<file path="src/rtl/stream_pkg.sv">
// Shared types and helpers for the packet-aware stream demultiplexer.
package stream_pkg;

  typedef enum logic [1:0] {
    IDLE = 2'd0,
    PKT  = 2'd1,
    DROP = 2'd2
  } demux_state_t;

  // Destination index width; a single-port build still carries a 1-bit id.
  function automatic int id_w(input int count);
    return (count > 1) ? $clog2(count) : 1;
  endfunction

endpackage

</file>
<file path="src/rtl/stream_out_slice.sv">
// One-entry valid/ready output register: holds a beat plus its destination
// and presents it on exactly one master port, data broadcast to all ports.
module stream_out_slice
  import stream_pkg::*;
#(
  parameter int T_DATA_WIDTH = 8,
  parameter int T_QOS__WIDTH = 4,
  parameter int STREAM_COUNT = 8,
  parameter int ID_W         = id_w(STREAM_COUNT)
) (
  input  logic                                      clk,
  input  logic                                      rst,
  input  logic                                      i_load,
  input  logic [T_DATA_WIDTH-1:0]                   i_data,
  input  logic [T_QOS__WIDTH-1:0]                   i_qos,
  input  logic                                      i_last,
  input  logic [ID_W-1:0]                           i_dest,
  output logic                                      o_free,
  output logic [STREAM_COUNT-1:0][T_DATA_WIDTH-1:0] o_data,
  output logic [STREAM_COUNT-1:0][T_QOS__WIDTH-1:0] o_qos,
  output logic [STREAM_COUNT-1:0]                   o_last,
  output logic [STREAM_COUNT-1:0]                   o_valid,
  input  logic [STREAM_COUNT-1:0]                   i_ready
);

  logic                    r_vld;
  logic [ID_W-1:0]         r_dest;
  logic [T_DATA_WIDTH-1:0] r_data;
  logic [T_QOS__WIDTH-1:0] r_qos;
  logic                    r_last;
  logic                    w_dest_rdy;

  for (genvar gi = 0; gi < STREAM_COUNT; gi++) begin : g_port
    assign o_valid[gi] = r_vld && (r_dest == ID_W'(gi));
    assign o_data[gi]  = r_data;
    assign o_qos[gi]   = r_qos;
    assign o_last[gi]  = r_last;
  end

  // o_valid is one-hot while full, so this picks out ready of the destination.
  assign w_dest_rdy = |(o_valid & i_ready);
  assign o_free     = !r_vld || w_dest_rdy;

  always_ff @(posedge clk) begin
    if (rst) begin
      r_vld  <= 1'b0;
      r_dest <= '0;
      r_data <= '0;
      r_qos  <= '0;
      r_last <= 1'b0;
    end else if (o_free) begin
      r_vld <= i_load;
      if (i_load) begin
        r_dest <= i_dest;
        r_data <= i_data;
        r_qos  <= i_qos;
        r_last <= i_last;
      end
    end
  end

endmodule

</file>
<file path="src/rtl/stream_demux.sv">
// Packet-aware 1-to-N router: locks the route on the first beat of a packet,
// discards packets addressed beyond the last port and counts them.
module stream_demux
  import stream_pkg::*;
#(
  parameter int T_DATA_WIDTH = 8,
  parameter int T_QOS__WIDTH = 4,
  parameter int STREAM_COUNT = 8,
  parameter int ID_W         = id_w(STREAM_COUNT)
) (
  input  logic                                      clk,
  input  logic                                      rst,
  input  logic [T_DATA_WIDTH-1:0]                   s_data_i,
  input  logic [T_QOS__WIDTH-1:0]                   s_qos_i,
  input  logic [ID_W-1:0]                           s_id_i,
  input  logic                                      s_last_i,
  input  logic                                      s_valid_i,
  output logic                                      s_ready_o,
  output logic [STREAM_COUNT-1:0][T_DATA_WIDTH-1:0] m_data_o,
  output logic [STREAM_COUNT-1:0][T_QOS__WIDTH-1:0] m_qos_o,
  output logic [STREAM_COUNT-1:0]                   m_last_o,
  output logic [STREAM_COUNT-1:0]                   m_valid_o,
  input  logic [STREAM_COUNT-1:0]                   m_ready_i,
  output logic [7:0]                                drop_cnt_o
);

  demux_state_t    r_state, w_state_next;
  logic [ID_W-1:0] r_locked_id;
  logic [7:0]      r_drop_cnt;
  logic [ID_W-1:0] w_route;
  logic            w_free, w_id_bad, w_drop_beat, w_accept, w_load, w_first_bad;

  // Constant false when STREAM_COUNT fills the id space, leaving DROP unreachable.
  assign w_id_bad    = (int'(s_id_i) >= STREAM_COUNT);
  assign w_first_bad = (r_state == IDLE) && w_id_bad;
  assign w_drop_beat = (r_state == DROP) || w_first_bad;
  assign s_ready_o   = w_drop_beat || w_free;
  assign w_accept    = s_valid_i && s_ready_o;
  assign w_load      = w_accept && !w_drop_beat;
  assign w_route     = (r_state == PKT) ? r_locked_id : s_id_i;
  assign drop_cnt_o  = r_drop_cnt;

  always_comb begin
    w_state_next = r_state;
    if (w_accept) begin
      case (r_state)
        IDLE:    if (!s_last_i) w_state_next = w_id_bad ? DROP : PKT;
        PKT:     if (s_last_i) w_state_next = IDLE;
        DROP:    if (s_last_i) w_state_next = IDLE;
        default: w_state_next = IDLE;
      endcase
    end
  end

  always_ff @(posedge clk) begin
    if (rst) begin
      r_state     <= IDLE;
      r_locked_id <= '0;
      r_drop_cnt  <= '0;
    end else begin
      r_state <= w_state_next;
      if (w_accept && (r_state == IDLE) && !w_id_bad) r_locked_id <= s_id_i;
      if (w_accept && w_first_bad && (r_drop_cnt != 8'hFF)) r_drop_cnt <= r_drop_cnt + 8'd1;
    end
  end

  stream_out_slice #(
    .T_DATA_WIDTH (T_DATA_WIDTH),
    .T_QOS__WIDTH (T_QOS__WIDTH),
    .STREAM_COUNT (STREAM_COUNT),
    .ID_W         (ID_W)
  ) u_slice (
    .clk     (clk),
    .rst     (rst),
    .i_load  (w_load),
    .i_data  (s_data_i),
    .i_qos   (s_qos_i),
    .i_last  (s_last_i),
    .i_dest  (w_route),
    .o_free  (w_free),
    .o_data  (m_data_o),
    .o_qos   (m_qos_o),
    .o_last  (m_last_o),
    .o_valid (m_valid_o),
    .i_ready (m_ready_i)
  );

endmodule

</file>
<file path="config.mk">
export PLATFORM = sky130hd
export DESIGN_NAME = stream_demux
export DESIGN_NICKNAME = d
export VERILOG_FILES = /design/src/rtl/stream_pkg.sv /design/src/rtl/stream_out_slice.sv /design/src/rtl/stream_demux.sv
export SDC_FILE = /design/constraint.sdc
export NUM_CORES = 1
export LEC_CHECK = 0
export BUFFER_PORTS_ARGS = -buffer_cell sky130_fd_sc_hd__buf_2
export CAP_MARGIN = 20
export CORE_MARGIN = 2
export CORE_UTILIZATION = 41
export CTS_BUF_LIST = sky130_fd_sc_hd__clkbuf_4 sky130_fd_sc_hd__clkbuf_8
export DETAILED_ROUTE_END_ITERATION = 8
export GPL_TIMING_DRIVEN = 0
export PLACE_DENSITY = 0.88
export SYNTH_ARGS = -nofsm -noshare
export SYNTH_HDL_FRONTEND = slang
export SYNTH_SLANG_ARGS = --single-unit
</file>
<file path="constraint.sdc">
create_clock -name clk -period 2.1 [get_ports clk]
set_input_delay 0.315 -clock clk [delete_from_list [all_inputs] [get_ports clk]]
set_output_delay 0.315 -clock clk [all_outputs]
set_load 0.01 [all_outputs]
</file>
==> out/metrics.csv, run 1 <==
stage,metric,value,unit
critical_path,Crit Path Max Fanout,8,
sta,Tcrit/Tclk final,93.13,%
logic_synthesis,"Warnings, synthesis",0,
power,overall power consumption,1.349,mW
clock_network,clock buffer depth,2,
floorplan,CORE AREA,0.004384,sq mm
logic_synthesis,Post-Synthesis Cells,217,
power,Max IR drop VDD,0.0003395,V
logic_synthesis,Synth Area per Inst,8.643,sq um
power,Clk pwr share,20.5,%
drt,DR DRC count,0,
critical_path,worst path arrival time,1.64,ns
cells_and_area,footprint of the multi-input gates,693.2,sq um
drt,Final ANT Viol Nets,0,
clock_network,total setup buffers inserted after CTS,0,
global_routing,vias in the first global route,1462,
clock_network,# resized after CTS,0,
critical_path,reg-to-reg critical path startpoint,u_slice.r_dest[1],
placement,Placer Congestion,0.8027,
clock_network,Clock Latency Late Sink,0.26,ns
drt,Post-Route WL,4083,um
logic_synthesis,Synth Cell Area,0.001876,sq mm
sta,"Hold Violations, Final",0,
power,Internal,927.3,uW
critical_path,crit path from,u_slice.r_dest[1],
clock_network,hold_buf cts,0,
floorplan,I/O pin count,148,
power,sequential share of power,35.8,%
power,Switching Power,421.4,uW
cells_and_area,antenna cells,0,
power,Pwr Density,496.0,mW/mm^2
sta,final setup skew,0.002542,ns
logic_synthesis,Post-synth EDFFs,0,
drt,routed len/inst,9.721,um
global_routing,first-pass GRT wire length,6403,um
logic_synthesis,synth unique cells,18,
critical_path,CP Data Required Time,1.78,ns
cells_and_area,Final Util,62.01,%
sta,setup_tns,0,ns
cells_and_area,# fillers,410,
placement,port buffer count,139,
run,max cap viols,0,
logic_synthesis,sequential-to-total area share from yosys stat,22.41,%
logic_synthesis,most used flip-flop cell after synthesis,dfxtp_1,
power,static leakage,1.708,nW
sta,max frequency,511.3,MHz
clock_network,CTS tree,built,
clock_network,clock sink total,21,
cells_and_area,ratio of cells with drive above 1 in the final layout,69.29,%
logic_synthesis,synth top area cells,"buf_4 (40%), dfxtp_1 (22%), nand2b_1 (12%)",
clock_network,Worst-path clk slew,0.08,ns
global_routing,largest net degree at the start of global routing,12,
critical_path,crit path capture type,output port,
logic_synthesis,top-area cell type share of the netlist area,40.03,%
clock_network,H-tree levels,1,
critical_path,capture point of the worst reg-to-reg path,u_slice.r_dest[1],
cells_and_area,Area Growth Syn to Fin,44.96,%
power,sw frac,31.25,%
global_routing,grt total ovfl,0,
logic_synthesis,Synth area leader,buf_4,
drt,vias per cell,3.976,
sta,min Tclk post-route,1.956,ns
placement,DP Wirelength,3366,um
floorplan,DIE AREA,0.005132,sq mm
critical_path,kind of critical path,reg -> out,
floorplan,placement row count,24,
global_routing,initial antenna violation count,0,
sta,fin. max-slew vios,0,
cells_and_area,nets,396,
drt,1st-pass router iterations,4,
logic_synthesis,Yosys reg bits,21,
status,outcome,completed,
drt,vias,1670,
cells_and_area,register area,420.4,sq um
floorplan,die height,71.64,um
sta,final setup vio count,0,
floorplan,Horiz. Die Dim,71.64,um
logic_synthesis,async set-reset flop share out of synthesis,0,%
power,Logic pwr share,43.7,%
min_path,Min-Delay Path Class,in -> reg,
drt,Iter 0 DRT Violations,28,
critical_path,R2R setup slack,0.17,ns
clock_network,Num CTS Buffers,3,
critical_path,Worst Setup EP,s_ready_o,
clock_network,clk root buf,clkbuf_8,
global_routing,GRT Total Usage,15.19,%
critical_path,r2r worst-path depth,6,
floorplan,Starting Density,42.78,%
critical_path,startpoint types,flip-flop,
sta,RSZ-0062 raised after global routing,no,
[sequential cells by signal, indices dropped and copies added, names as in the netlist]
name            count
u_slice.r_last      1
r_locked_id         3
u_slice.r_vld       1
u_slice.r_dest      3
u_slice.r_data      8
u_slice.r_qos       4
r_state             1
[cells by family (layout without fill, tap and decap cells)]
kind of cell	after synthesis	after routing	share of synthesized area [%]
buf+inv	106	250	42.03
simple gates	57	57	16.88
mux	26	26	14.88
flops	21	21	22.41
compound gates	6	6	3.603
other cells	1	8	0.1999
[critical path: stages (launching register included)]
cell and delay [ns]:
dfxtp_1 0.33, buf_6 0.12, mux4_2 0.52, a22oi_4 0.20
nand2_1 0.06, buf_2 0.14
[cells in the mapped netlist, types with 2 or more instances]
cell and n:
buf_4 100, nand2b_1 36, nor3_1 2, mux2_2 5, buf_6 2, nor2_1 12
dfxtp_1 21, nor2b_1 4, mux2i_1 20, a21oi_1 2, nand2_1 3, clkbuf_1 4
[final cells by class]
class | count | area share, %
Buffer | 106 | 28.99
Clock buffer | 4 | 1.795
Multi-Input combinational cell | 97 | 25.49
Sequential cell | 21 | 15.46
Tap cell | 52 | 2.393
Timing Repair Buffer | 140 | 25.86
[through the flow]
stage / hold WS [ns] / cell area [sq um] / worst slack [ns] / std cells
global placement: 0.4585 / 2663 / 0.2155 / 415
floorplan: 0.4324 / 1902 / 0.2740 / 224
CTS: 0.3015 / 2711 / 0.02752 / 419
finish: 0.3066 / 2719 / 0.1442 / 420
global route: 0.2991 / 2719 / 0.06126 / 420
detailed placement: 0.4717 / 2663 / 0.1925 / 415
[worst min path at each step]
stage / endpoint / depth (start not counted) / slack (ns) / start
3_3_place_gp: r_locked_id[1] / 2 / 0.46 / r_locked_id[1]
6_report: u_slice.r_vld / 3 / 0.31 / s_valid_i
4_1_cts: u_slice.r_qos[2] / 3 / 0.30 / s_qos_i[2]
2_1_floorplan: u_slice.r_vld / 2 / 0.43 / s_valid_i
3_5_place_dp: r_locked_id[0] / 2 / 0.47 / r_locked_id[0]
5_1_grt: u_slice.r_data[4] / 3 / 0.30 / s_data_i[4]
[per-layer routing]
metal	wire length, um	GRT usage (%)	up-vias
li1	-	-	880
met1	1604	16.94	710
met2	2078	29.32	76
met3	373	4.079	4
met4	27	1.887	0
met5	0	0	-
[power by group through the flow]
stage               sequential (mW)  clock (mW)  combinational [mW]
finish                        0.483       0.276               0.590
floorplan                     0.491           0               0.394
detailed placement            0.493           0               0.590
global route                  0.494       0.311               0.638
CTS                           0.484       0.292               0.592
global placement              0.489           0               0.580
[cell usage in the layout (no fill, tap or decap)]
cell	count
nand2b_1	36
clkbuf_8	3
o21a_1	1
a21oi_1	2
clkbuf_1	4
buf_2	139
mux2i_1	20
a21boi_4	1
nor2b_1	4
buf_4	101
clkbuf_4	1
conb_1	8
nor2_1	12
nor3_1	2
dfxtp_1	21
mux2_2	5
buf_6	2
mux4_2	1
a22oi_4	1
a21bo_2	1
nand2_1	3
Note: power is estimated with default switching activity, not from simulation.
==> run 2, diff against run 1 <==
--- a/config.mk
+++ b/config.mk
@@ -8,11 +8,13 @@
 export BUFFER_PORTS_ARGS = -buffer_cell sky130_fd_sc_hd__buf_2
 export CAP_MARGIN = 20
 export CORE_MARGIN = 2
-export CORE_UTILIZATION = 41
+export CORE_UTILIZATION = 44
 export CTS_BUF_LIST = sky130_fd_sc_hd__clkbuf_4 sky130_fd_sc_hd__clkbuf_8
 export DETAILED_ROUTE_END_ITERATION = 8
 export GPL_TIMING_DRIVEN = 0
-export PLACE_DENSITY = 0.88
+export PLACE_DENSITY = 0.89
+export REMOVE_ABC_BUFFERS = 1
 export SYNTH_ARGS = -nofsm -noshare
 export SYNTH_HDL_FRONTEND = slang
+export SYNTH_HIERARCHICAL = 1
 export SYNTH_SLANG_ARGS = --single-unit
==> run 2 against run 1 <==
  * Clock skew increased by 0.0054 ns
  * Worst setup slack got worse by 0.061 ns
  * Register-to-register slack got worse by 0.05 ns
  * Cell count decreased by 4.0%
  * Wire length increased by 35%
==> out/metrics.csv, run 2 <==
stage,metric,value,unit,change
cells_and_area,ratio of cells with drive above 1 in the final layout,48.81,%,-20 points
sta,max frequency,495.9,MHz,-3.0%
sta,worst hold slack,0.2318,ns,-0.07479 ns
critical_path,startpoint types,flip-flop,,
run,max cap viols,0,,unchanged
drt,Post-Route WL,5522,um,+35%
critical_path,CP Data Required Time,1.78,ns,about the same
clock_network,clock buffer depth,2,,unchanged
logic_synthesis,Synth area leader,buf_4,,
critical_path,reg-to-reg critical path startpoint,u_slice/r_dest[2],,
global_routing,first-pass GRT wire length,7900,um,+23%
critical_path,capture point of the worst reg-to-reg path,u_slice/r_qos[0],,
sta,RSZ-0062 raised after global routing,no,,
cells_and_area,nets,364,,-8.1%
floorplan,placement row count,25,,+4.2%
drt,Final ANT Viol Nets,0,,unchanged
floorplan,DIE AREA,0.005602,sq mm,+9.2%
sta,final setup vio count,0,,unchanged
placement,dpl ws,-1.083,ns,-1.276 ns
critical_path,r2r worst-path depth,7,,+1
floorplan,CORE AREA,0.004786,sq mm,+9.2%
global_routing,initial antenna violation count,0,,unchanged
logic_synthesis,Synth Cell Area,0.002208,sq mm,+18%
floorplan,I/O pin count,148,,unchanged
logic_synthesis,most frequent cells after synthesis,"buf_4 (100), nand4_1 (33), dfxtp_1 (21)",,
drt,1st-pass router iterations,4,,unchanged
placement,DP Wirelength,3641,um,+8.2%
power,Pwr Density,685.5,mW/mm^2,+38%
logic_synthesis,Post-synth EDFFs,0,,unchanged
clock_network,Clock Latency Late Sink,0.26,ns,about the same
status,outcome,completed,,
floorplan,die height,74.85,um,+4.5%
critical_path,kind of critical path,reg -> out,,
sta,final setup skew,0.007949,ns,+0.005407 ns
floorplan,Horiz. Die Dim,74.85,um,+4.5%
clock_network,Num CTS Buffers,3,,unchanged
power,static leakage,1.299,nW,-24%
drt,DR DRC count,0,,unchanged
cells_and_area,Largest regs,"u_slice/r_data (8), u_slice/r_qos (4)",,
cells_and_area,antenna cells,0,,unchanged
logic_synthesis,Yosys reg bits,21,,unchanged
logic_synthesis,most common cell in the synthesized netlist,buf_4,,
drt,vias per cell,5.241,,+32%
logic_synthesis,top-area cell type share of the netlist area,33.99,%,-6.0 points
clock_network,clk root buf,clkbuf_8,,
drt,Iter 0 DRT Violations,151,,+440%
placement,Placer Congestion,0.7386,,-8.0%
logic_synthesis,most used flip-flop cell after synthesis,dfxtp_1,,
sta,final worst slack,0.08326,ns,-0.06097 ns
global_routing,GRT Total Usage,17.91,%,+2.7 points
cells_and_area,"commonest non-fill, non-tap cell in the layout",buf_2,,
critical_path,worst path arrival time,1.70,ns,+0.06 ns
drt,routed len/inst,13.70,um,+41%
global_routing,largest net degree at the start of global routing,34,,+22
sta,slew margin rel.,41.38,%,
sta,actual slew at the worst max-slew pin,0.8783,ns,
global_routing,vias in the first global route,1733,,+19%
clock_network,Worst-path clk slew,0.09,ns,about the same
logic_synthesis,synth top area cells,"buf_4 (34%), dfxtp_1 (19%), nand4_1 (9.3%)",,
clock_network,clock sink total,21,,unchanged
critical_path,crit path from,u_slice/r_dest[2],,
power,Max IR drop VDD,0.0003137,V,-7.6%
sta,Tcrit/Tclk final,96.04,%,+2.9 points
logic_synthesis,async set-reset flop share out of synthesis,0,%,unchanged
floorplan,Starting Density,46.14,%,+3.4 points
logic_synthesis,sequential-to-total area share from yosys stat,19.04,%,-3.4 points
sta,"Hold Violations, Final",0,,unchanged
clock_network,hold_buf cts,0,,unchanged
cells_and_area,Area Growth Syn to Fin,4.419,%,
cells_and_area,Largest register FFs,8,,unchanged
cells_and_area,most frequent cells in the layout,"buf_2 (139), nand4_1 (33), dfxtp_1 (18), nand2_1 (18)",,
clock_network,CTS tree,built,,
drt,vias,2112,,+26%
clock_network,H-tree levels,1,,unchanged
logic_synthesis,synth unique cells,32,,+14
logic_synthesis,"Warnings, synthesis",6,,+6
logic_synthesis,Post-Synthesis Cells,296,,+36%
global_routing,grt total ovfl,0,,unchanged
cells_and_area,Largest Register,u_slice/r_data,,
critical_path,crit path capture type,output port,,
critical_path,Crit Path Max Fanout,11,,+3
sta,fin. max-slew vios,0,,unchanged
logic_synthesis,Synth Area per Inst,7.461,sq um,-14%
critical_path,Worst Setup EP,s_ready_o,,
placement,port buffer count,139,,unchanged
critical_path,R2R setup slack,0.12,ns,-0.05 ns
sta,min Tclk post-route,2.017,ns,+0.06097 ns
min_path,Min-Delay Path Class,in -> reg,,
[run 2: changes by cell type after synthesis, sizes merged, moves of 11 or more]
cell and change:
nand2b -27, mux2i -16, o21ai +16, nor2b +11, nand4 +33, and3 +16, nand3 +17, nand2 +15
[run 2: worst max-delay path, cell delays in order (launching register included)]
cell	delay, ns
dfxtp_2	0.39
or4b_4	0.56
o2111a_2	0.19
nand3_2	0.14
buf_2	0.16
[run 2: kinds of logic (layout without fill, tap and decap cells)]
family                 after synthesis  in the layout  synth area share (%)
multiplexers                         7              7                 3.343
AND/OR/NAND/NOR                    123            125                 31.84
AO/OA/AOI/OAI                       25             25                 6.856
other                                1              8                0.1698
buffers and inverters              119            150                 38.75
flip-flops                          21             21                 19.04
[run 2: how the worst min path moves through the flow]
stage                              start        endpoint  cells past startpoint
after floorplan                      rst   u_slice/r_vld                      1
after global placement    r_locked_id[1]  r_locked_id[1]                      2
after detailed placement  r_locked_id[0]  r_locked_id[0]                      2
after CTS                       s_last_i      r_state[0]                      2
after global routing            s_last_i      r_state[0]                      2
final                           s_last_i      r_state[0]                      2
[run 2: final cells by class]
type                            instances  area [sq um]
Multi-Input combinational cell        165          1001
Sequential cell                        21         426.7
Inverter                                2         15.01
Timing Repair Buffer                  144         733.2
Tap cell                               67         83.83
Clock inverter                          1         5.005
Fill cell                             497          2480
Clock buffer                            3         41.29
[run 2: metal layers]
metal | wire, um | track usage, % | up-vias
li1 | - | - | 995
met1 | 2147 | 20.97 | 989
met2 | 2847 | 34.11 | 126
met3 | 516 | 2.811 | 2
met4 | 11 | 3.770 | 0
met5 | 0 | 0 | -
[run 2: timing repair]
action,CTS,global route
gates cloned,1,1
resized for setup,12,4
setup buffers,1,2
pin swaps,1,2
setup endpoints to repair,22,17
[run 2: report_power, final]
part           internal, mW  switching [mW]
Clock                 0.132           0.143
Combinational         0.316           0.428
Sequential            0.455           0.107
Total                 0.903           0.678
[run 2: per-stage QoR]
| stage | utilization [%] | std cells | setup TNS (ns) | cell area [sq um] | total power, mW |
|---|---|---|---|---|---|
| after floorplan | - | 186 | -9.850 | 1386 | 0.9148 |
| after global placement | 45.25 | 392 | -22.77 | 2166 | 1.256 |
| after detailed placement | 45.41 | 393 | -19.11 | 2173 | 1.275 |
| after CTS | 47.40 | 399 | 0 | 2268 | 1.570 |
| after global routing | 48.18 | 403 | 0 | 2306 | 1.684 |
| final | 48.18 | 403 | 0 | 2306 | 1.581 |
==> run 3, diff against run 2 <==
--- a/config.mk
+++ b/config.mk
@@ -6,7 +6,6 @@
 export NUM_CORES = 1
 export LEC_CHECK = 0
 export BUFFER_PORTS_ARGS = -buffer_cell sky130_fd_sc_hd__buf_2
-export CAP_MARGIN = 20
 export CORE_MARGIN = 2
 export CORE_UTILIZATION = 44
 export CTS_BUF_LIST = sky130_fd_sc_hd__clkbuf_4 sky130_fd_sc_hd__clkbuf_8
==> constraint.sdc (replaced) <==
create_clock -name clk -period 2.1 [get_ports clk]
set_input_delay 0.315 -clock clk [delete_from_list [all_inputs] [get_ports clk]]
set_output_delay 0.315 -clock clk [all_outputs]
set_load 0.005 [all_outputs]
==> run 3 against run 2 <==
  * Sequential cell count stayed put
  * Core utilization shrank 0.21 points
  * Worst setup slack better by 0.032 ns
  * Register-to-register slack is essentially flat
  * Fmax up 1.6%
  * Non-clock buffer count fell by 3
  * Combinational power decreased by 16%
  * Die area stayed put
  * Clock skew about the same
  * Hold slack lost 0.0060 ns
  * Critical path type unchanged
  * Critical endpoint unchanged
  * Largest cell class unchanged
  * Largest power group unchanged
  * Highest routed layer unchanged
==> out/metrics.csv, run 3 (synthesis gave the netlist of run 2 again) <==
stage,metric,value,unit,change
status,outcome,completed,,
critical_path,worst path arrival time,1.67,ns,-0.03 ns
critical_path,crit-path leading delay family,simple AND/OR/NAND/NOR gates,,
clock_network,Num CTS Buffers,3,,unchanged
power,sequential share of power,38.2,%,+2.6 points
drt,1st-pass router iterations,4,,unchanged
drt,vias,2095,,-0.80%
cells_and_area,antenna cells,0,,unchanged
sta,final setup vio count,0,,unchanged
sta,slew margin rel.,42.02,%,+0.64 points
critical_path,crit-path cells,"or4b_4, o2111a_2, nand3_4, buf_2",,
power,Switching Power,571.9,uW,-16%
clock_network,CTS tree,built,,
min_path,Min-Delay Path Class,in -> reg,,
critical_path,Critical Path Max Stage Delay,0.56,ns,about the same
global_routing,vias in the first global route,1759,,+1.5%
clock_network,clk root buf,clkbuf_8,,
drt,DR DRC count,0,,unchanged
floorplan,DIE AREA,0.005602,sq mm,unchanged
floorplan,CORE AREA,0.004786,sq mm,unchanged
power,Clk pwr share,19.1,%,+1.7 points
floorplan,I/O pin count,148,,unchanged
power,Max IR drop VDD,0.0002486,V,-21%
cells_and_area,nets,362,,-0.55%
global_routing,grt total ovfl,0,,unchanged
sta,"Hold Violations, Final",0,,unchanged
sta,actual slew at the worst max-slew pin,0.8687,ns,-0.009571 ns
floorplan,Starting Density,46.14,%,unchanged
power,sw frac,38.97,%,-3.9 points
critical_path,CP bufs+invs,1,,unchanged
critical_path,startpoint types,flip-flop,,
clock_network,clock sink total,21,,unchanged
placement,DP Wirelength,3610,um,-0.84%
power,Logic pwr share,42.7,%,-4.4 points
global_routing,GRT Total Usage,17.99,%,+0.078 points
cells_and_area,Area Growth Syn to Fin,3.966,%,
sta,max frequency,503.8,MHz,+1.6%
power,Pwr Density,639.1,mW/mm^2,-6.8%
critical_path,CP max-delay cell,or4b_4,,
power,overall power consumption,1.467,mW,-7.2%
floorplan,die height,74.85,um,unchanged
clock_network,H-tree levels,1,,unchanged
sta,min Tclk post-route,1.985,ns,-0.03201 ns
drt,Iter 0 DRT Violations,167,,+11%
sta,Tcrit/Tclk final,94.51,%,-1.5 points
run,max cap viols,0,,unchanged
cells_and_area,Largest regs,"u_slice/r_data (8), u_slice/r_qos (4)",,
cells_and_area,most frequent cells in the layout,"buf_2 (139), nand4_1 (33), dfxtp_1 (18), nand2_1 (18)",,
critical_path,Crit Path Max Fanout,11,,unchanged
drt,vias per cell,5.224,,-0.31%
global_routing,first-pass GRT wire length,7962,um,+0.78%
drt,routed len/inst,14.14,um,+3.2%
clock_network,clock buffer depth,2,,unchanged
clock_network,Worst-path clk slew,0.09,ns,about the same
drt,Post-Route WL,5670,um,+2.7%
clock_network,Clock Latency Late Sink,0.27,ns,about the same
cells_and_area,Final Util,47.97,%,-0.21 points
placement,port buffer count,139,,unchanged
critical_path,CP Data Required Time,1.78,ns,about the same
cells_and_area,Largest register FFs,8,,unchanged
floorplan,placement row count,25,,unchanged
critical_path,crit path capture type,output port,,
global_routing,largest net degree at the start of global routing,34,,unchanged
sta,fin. max-slew vios,0,,unchanged
sta,RSZ-0062 raised after global routing,no,,
cells_and_area,Largest Register,u_slice/r_data,,
drt,Final ANT Viol Nets,0,,unchanged
power,Internal,895.5,uW,-0.84%
placement,Placer Congestion,0.7386,,unchanged
clock_network,hold_buf cts,0,,unchanged
cells_and_area,"commonest non-fill, non-tap cell in the layout",buf_2,,
global_routing,initial antenna violation count,0,,unchanged
floorplan,Horiz. Die Dim,74.85,um,unchanged
cells_and_area,# fillers,479,,-3.6%
power,static leakage,1.286,nW,-1.0%
sta,final setup skew,0.008319,ns,+0.0003702 ns
cells_and_area,ratio of cells with drive above 1 in the final layout,48.80,%,about the same
critical_path,kind of critical path,reg -> out,,
-- run 3: area by class of cell --
class | count | area, sq um | share of cell area (%)
clock buffers | 3 | 41.29 | 1.798
clock inverters | 1 | 5.005 | 0.2180
inverters | 2 | 12.51 | 0.5450
multi-input cells | 166 | 1018 | 44.36
flip-flops and latches | 21 | 424.2 | 18.47
well taps | 67 | 83.83 | 3.651
repair buffers | 141 | 710.7 | 30.95
-- run 3: timing repair --
action | CTS | global route
gates cloned | 1 | 2
pin swaps | 2 | 2
gates resized for setup | 12 | 3
buffers inserted | 2 | 0
setup endpoints to repair | 22 | 17
-- run 3: through the flow --
step                      TNS [ns]  instance area (sq um)  std cells  hold slack (ns)  setup WS, ns
after floorplan             -7.961                   1386        186           0.3841       -0.4343
after global routing             0                   2296        401           0.2448       0.04783
after CTS                        0                   2265        399           0.2293       0.04041
final                            0                   2296        401           0.2259        0.1153
after global placement      -22.75                   2166        392           0.4563        -1.150
after detailed placement    -24.58                   2166        392           0.4703        -1.247
-- run 3: final timing paths --
kind / to / depth (start not counted) / slack [ns] / start
worst min register to register: r_locked_id[0] / 2 / 0.48 / r_locked_id[0]
worst min-delay path: r_state[0] / 2 / 0.23 / s_last_i
worst max-delay path: s_ready_o / 4 / 0.12 / u_slice/r_dest[2]
worst max register to register: u_slice/r_data[3] / 7 / 0.12 / u_slice/r_dest[2]
-- run 3: per-layer routing --
metal | wire (um) | global-route usage, % | up-vias
li1 | - | - | 992
met1 | 2116 | 21.12 | 966
met2 | 2937 | 32.07 | 133
met3 | 575 | 2.945 | 4
met4 | 41 | 7.937 | 0
met5 | 0 | 0 | -
-- run 3: power groups by stage --
stage	registers, mW	logic [mW]	clock network [mW]
CTS	0.561	0.610	0.278
finish	0.561	0.627	0.280
floorplan	0.603	0.198	0
detailed placement	0.566	0.588	0
global placement	0.559	0.579	0
global route	0.579	0.687	0.294
